==> src/rtl/imem_loader_pkg.sv <==
// Shared definitions for the instruction-memory loader: FSM state
// encoding, word geometry and header width.
package imem_loader_pkg;

    typedef enum logic [2:0] {
        IDLE   = 3'd0,
        HDR_HI = 3'd1,
        HDR_LO = 3'd2,
        DATA   = 3'd3,
        WRITE  = 3'd4,
        CHK    = 3'd5,
        DONE   = 3'd6,
        ERR    = 3'd7
    } state_t;

    localparam int WORD_BYTES = 4;
    localparam int HDR_W      = 16;

endpackage

==> src/rtl/word_assembler.sv <==
// Collects stream bytes big-endian (first byte ends up in [31:24]) and
// flags the 4th byte of a word. The complete word is presented on `word`
// in the same cycle as word_full so the caller can capture it directly.
module word_assembler
    import imem_loader_pkg::*;
(
    input  logic        clk,
    input  logic        rst,
    input  logic        clear,
    input  logic        shift,
    input  logic [7:0]  byte_in,
    output logic [31:0] word,
    output logic        word_full
);

    localparam int CNT_W = $clog2(WORD_BYTES);

    logic [CNT_W-1:0] cnt;
    logic [31:0]      acc;

    assign word      = {acc[23:0], byte_in};
    assign word_full = shift && (cnt == CNT_W'(WORD_BYTES - 1));

    // Byte counter wraps naturally after a full word; clear realigns on a new load.
    always_ff @(posedge clk or negedge rst) begin
        if (!rst) begin
            cnt <= '0;
            acc <= '0;
        end else if (clear) begin
            cnt <= '0;
            acc <= '0;
        end else if (shift) begin
            cnt <= cnt + 1'b1;
            acc <= {acc[23:0], byte_in};
        end
    end

endmodule

==> src/rtl/imem_loader.sv <==
// Streams a program image into instruction memory and releases the core.
// Stream: 16-bit big-endian word count N, then N big-endian words.
// Optional feature macro IMEM_LOADER_CHECKSUM_EN: a trailing byte equal to
// the XOR of all data bytes is checked before the core is released.
// Handshake: a byte moves only on a rising edge where in_valid && in_ready;
// in_ready depends on state alone, so in_valid may toggle freely.
module imem_loader
    import imem_loader_pkg::*;
#(
    parameter int DEPTH = 64
) (
    input  logic        clk,
    input  logic        rst,
    input  logic        start,
    input  logic        in_valid,
    input  logic [7:0]  in_data,
    output logic        in_ready,
    output logic        wr_en,
    output logic [31:0] wr_addr,
    output logic [31:0] wr_data,
    output logic        busy,
    output logic        done,
    output logic        error,
    output logic        core_run,
    output state_t      state
);

`ifdef IMEM_LOADER_CHECKSUM_EN
    localparam state_t AFTER_LOAD = CHK;
    logic [7:0] chk_q;
`else
    localparam state_t AFTER_LOAD = DONE;
`endif

    state_t           state_q, state_d;
    logic [HDR_W-1:0] count_q;
    logic [HDR_W-1:0] word_idx;
    logic             accept, can_start, last_word, word_full;
    logic [HDR_W-1:0] hdr_n;
    logic [31:0]      asm_word;

    assign can_start = start && (state_q == IDLE || state_q == DONE || state_q == ERR);
    assign accept    = in_valid && in_ready;
    assign hdr_n     = {count_q[HDR_W-1:8], in_data};
    assign last_word = (word_idx == count_q - 1'b1);

    assign state    = state_q;
    assign wr_en    = (state_q == WRITE);
    assign busy     = !(state_q == IDLE || state_q == DONE || state_q == ERR);
    assign done     = (state_q == DONE);
    assign core_run = (state_q == DONE);
    assign error    = (state_q == ERR);

    word_assembler u_asm (
        .clk       (clk),
        .rst       (rst),
        .clear     (can_start),
        .shift     (accept && state_q == DATA),
        .byte_in   (in_data),
        .word      (asm_word),
        .word_full (word_full)
    );

    // Byte acceptance is limited to the states that consume stream bytes.
    always_comb begin
        in_ready = 1'b0;
        case (state_q)
            HDR_HI, HDR_LO, DATA: in_ready = 1'b1;
`ifdef IMEM_LOADER_CHECKSUM_EN
            CHK:                  in_ready = 1'b1;
`endif
            default:              in_ready = 1'b0;
        endcase
    end

    // State register.
    always_ff @(posedge clk or negedge rst) begin
        if (!rst) state_q <= IDLE;
        else      state_q <= state_d;
    end

    // Next-state logic.
    always_comb begin
        state_d = state_q;
        case (state_q)
            IDLE, DONE, ERR: if (start) state_d = HDR_HI;
            HDR_HI:          if (accept) state_d = HDR_LO;
            HDR_LO: begin
                if (accept) begin
                    if ({16'd0, hdr_n} > 32'(DEPTH)) state_d = ERR;
                    else if (hdr_n == '0)           state_d = AFTER_LOAD;
                    else                            state_d = DATA;
                end
            end
            DATA:            if (word_full) state_d = WRITE;
            WRITE:           state_d = last_word ? AFTER_LOAD : DATA;
`ifdef IMEM_LOADER_CHECKSUM_EN
            CHK:             if (accept) state_d = (in_data == chk_q) ? DONE : ERR;
`endif
            default:         state_d = ERR;
        endcase
    end

    // Datapath: header count, word index, held write address/data, checksum.
    always_ff @(posedge clk or negedge rst) begin
        if (!rst) begin
            count_q  <= '0;
            word_idx <= '0;
            wr_addr  <= '0;
            wr_data  <= '0;
`ifdef IMEM_LOADER_CHECKSUM_EN
            chk_q    <= '0;
`endif
        end else begin
            if (can_start) begin
                count_q  <= '0;
                word_idx <= '0;
`ifdef IMEM_LOADER_CHECKSUM_EN
                chk_q    <= '0;
`endif
            end
            if (state_q == HDR_HI && accept) count_q[HDR_W-1:8] <= in_data;
            if (state_q == HDR_LO && accept) count_q[7:0]       <= in_data;
`ifdef IMEM_LOADER_CHECKSUM_EN
            if (state_q == DATA && accept) chk_q <= chk_q ^ in_data;
`endif
            if (word_full) begin
                wr_addr <= {14'd0, word_idx, 2'b00};
                wr_data <= asm_word;
            end
            if (state_q == WRITE) word_idx <= word_idx + 1'b1;
        end
    end

endmodule
==> config.mk <==
export PLATFORM = sky130hd
export DESIGN_NAME = imem_loader
export DESIGN_NICKNAME = d
export VERILOG_FILES = /design/src/rtl/imem_loader_pkg.sv /design/src/rtl/word_assembler.sv /design/src/rtl/imem_loader.sv
export SDC_FILE = /design/constraint.sdc
export NUM_CORES = 1
export LEC_CHECK = 0
export ABC_CLOCK_PERIOD_IN_PS = 2600
export BUFFER_PORTS_ARGS = -buffer_cell sky130_fd_sc_hd__buf_2
export CORE_MARGIN = 8
export CORE_UTILIZATION = 28
export DETAILED_ROUTE_END_ITERATION = 6
export GPL_TIMING_DRIVEN = 0
export PLACE_DENSITY = 0.57
export REMOVE_ABC_BUFFERS = 1
export SYNTH_ARGS = -nofsm -noshare
export SYNTH_HDL_FRONTEND = slang
export SYNTH_SLANG_ARGS = --single-unit
==> constraint.sdc <==
create_clock -name clk -period 2.6 [get_ports clk]
set_input_delay 0.52 -clock clk [delete_from_list [all_inputs] [get_ports clk]]
set_output_delay 0.52 -clock clk [all_outputs]
set_load 0.005 [all_outputs]
==> flow_summary_export.csv <==
group,metric,value,unit
run_status,outcome,"finished, final reports clean",
clock_tree,clock_path_buffers,2,
route,drtAntennaViolNets,0,
setup_path,setup.worst_path.end_class,"register",
floorplan,die_area,23100,um2
floorplan,fp.dieW,152,um
floorplan,core_area,18000,um2
power,pwr-share-seq,42.3,%
sta,rsz0062_at_grt,"true",
sta,holdWs,173,ps
setup_path,critical-path-max-stage-delay,510,ps
sta,finalCritPeriodShare,96.9,%
power,p_sw,2.04,mW
finish,layout.nets,586,
power,switching_share,35.1,%
setup_path,r2r_slack,80,ps
setup_path,cp.required,2840,ps
floorplan,die_y,152,um
placement,place_congestion,0.759,
floorplan,start_util,28.7,%
setup_path,r2r-end,"state[0]",
global_routing,grt_pass1_vias,3874,
sta,tightest_slew,907,ps
clock_tree,htree_num_levels,3,
route,avgRoutedWirePerCell,15.4,um
global_routing,antenna_found_initial,1,
setup_path,worstSetupStartpointType,"register",
synth,synth_area,5170,um2
power,clock_power_share,26.2,%
clock_tree,cts_tree,"built",
setup_path,crit_end,"state[0]",
clock_tree,numCtsBuffers,9,
synth,synth_edf_count,0,
power,p_per_area,941,nW/um2
global_routing,grt_usage,10.9,%
setup_path,critPathBufInv,2,
sta,relSlewSlack,39.5,%
route,drc,0,
placement,dpl.hpwl,8.69,mm
route,firstDrtPassIters,5,
route,wl_met1,5.73,mm
global_routing,grt_max_degree,65,
sta,drv_slew,0,
route,drt_iter0_drc,280,
synth,ys_seq_area_share,52.7,%
route,wl_met2,5.79,mm
setup_path,worst-setup-path-type,"reg -> reg",
finish,areaGrowthSynthToFinish,19.3,%
power,irDropWorstVdd,0.430,mV
setup_path,reg2reg_depth,9,
synth,syn_area_per_cell,10.1,um2
placement,io_buffers,68,
power,internal_power,3.77,mW
finish,final_util,34.2,%
route,routed_wl,12.4,mm
finish,antenna_cells,0,
setup_path,crit_fanout,4,
setup_path,cp_top_family,"simple AND/OR/NAND/NOR gates",
setup_path,path_cells,"inv_2, ha_4, or4b_4, or4_4, a211oi_2, o32ai_1, a2111oi_2, buf_4, nor2_1",
synth,yosysWarnings,0,
synth,ys_seq_elements,109,
clock_tree,clk_pin_slew,80,ps
sta,fin_crit,2520,ps
finish,final_cell_count_no_fill,805,
finish,drive_above_1_share,28.3,%
setup_path,worstSetupPathDepth,9,
sta,finalSetupViolations,0,
route,highest_layer,"met5",
setup_path,critPathArrivalTime,2760,ps
sta,skew,8.30,ps
flow_run,drv_cap,0,
floorplan,io_pins,85,
sta,fmax,397,MHz
setup_path,cpMaxStageDelayCell,"or4b_4",
synth,ys_types,47,
route,wl_met3,630,um
power,comb_power_share,31.6,%
min_path,hold_class,"in -> async",
sta,hold_viol,0,
synth,async_flop_share,100,%
setup_path,startpoint,"count_q[1]",
global_routing,grt_pass1_wl,20.8,mm
clock_tree,cts.hold.buffers_added,0,
placement,dpl.cell_count,778,
synth,yosys_most_used_dff,"dfrtp_1",
floorplan,rows,49,
clock_tree,clk_latency,350,ps
route,via_per_inst,4.83,
power,cellLeakagePower,2.99,nW
setup_path,rr_startpoint,"count_q[1]",
clock_tree,clkSinkCount,109,
clock_tree,root_buffer,"clkbuf_16",
global_routing,grt_overflow,0,
synth,synth_cells,510,
route,route.vias.total,3888,
state kept, by name, indices dropped and copies added, names as in the netlist:
signal     flops
wr_data       32
u_asm.acc     24
count_q       16
word_idx      16
wr_addr       16
state          3
u_asm.cnt      2
kinds of logic after synthesis:
logic type / count (synthesis) / synth area share [%]
muxes: 52 / 11.2
other: 1 / 0.0725
DFF: 109 / 52.7
AOI/OAI and AO/OA: 89 / 10.2
adders and majority gates: 3 / 0.726
buffers and inverters: 58 / 5.64
and+or+nand+nor: 179 / 16.3
xor gates and xnor gates: 19 / 3.22
how the worst min path moves through the flow:
stage,endpoint,slack [ps],cells past startpoint
2_1_floorplan,count_q[0],220,0
5_1_grt,wr_addr[7],200,1
3_5_place_dp,wr_addr[10],470,2
6_report,wr_addr[7],170,1
3_3_place_gp,wr_addr[10],460,2
4_1_cts,wr_addr[6],190,1
cells in the mapped netlist, types with 7 or more instances:
library cell / instances / share of area (%)
dfrtp_1: 109 / 53
nand2_1: 103 / 7.5
mux2_2: 45 / 9.8
o21ai_0: 34 / 3.3
a21oi_1: 29 / 2.8
clkbuf_1: 23 / 1.7
buf_4: 17 / 2.5
nor2_1: 17 / 1.2
xnor2_1: 12 / 2.0
inv_1: 10 / 0.73
nor3_1: 8 / 0.77
mux2i_1: 7 / 1.4
nor4_1: 7 / 0.85
o31ai_1: 7 / 1.0
xor2_1: 7 / 1.2
stage by stage:
stage / total power, mW / setup TNS [ps] / worst slack (ps) / cell area, um2
finish: 5.81 / 0 / 80.8 / 6170
global route: 6.23 / -56.0 / -29.4 / 6170
CTS: 5.74 / 0 / 3.75 / 6070
detailed placement: 4.13 / -382 / -194 / 5690
global placement: 4.00 / -152570 / -2150 / 5600
floorplan: 3.49 / -35020 / -740 / 4970
final cells by class:
type,count,area (um2)
clock buffers,9,225
clock inverters,7,108
fillers,1819,11900
inverters,10,41.3
multi-input cells,358,2270
flip-flops and latches,109,2730
well taps,229,287
repair buffers,83,507
what timing repair did:
action,in CTS,in global routing
setup endpoints to repair,2,12
pin swaps,1,5
setup buffers,3,8
gates resized for setup,6,10
power by group through the flow:
| stage | sequential (mW) | clock (mW) | combinational, mW |
|---|---|---|---|
| 2_1_floorplan | 2.39 | 0 | 1.10 |
| 3_3_place_gp | 2.45 | 0 | 1.55 |
| 3_5_place_dp | 2.48 | 0 | 1.65 |
| 4_1_cts | 2.45 | 1.58 | 1.72 |
| 5_1_grt | 2.53 | 1.64 | 2.07 |
| 6_report | 2.45 | 1.52 | 1.83 |
layer usage:
layer / up-vias / global-route usage, %
met5: - / 0
met4: 2 / 4.15
met3: 12 / 2.94
met2: 97 / 16.8
met1: 1919 / 14.4
li1: 1858 / -
cell usage in the layout (no fill, tap or decap), drive strengths merged, types with 12 or more instances in the layout:
cell type / n
a21oi: 29
xnor2: 12
conb: 16
nand2: 103
o21ai: 34
mux2: 45
dfrtp: 109
buf: 83
nor2: 17
Power figures use the tool's default switching activity.
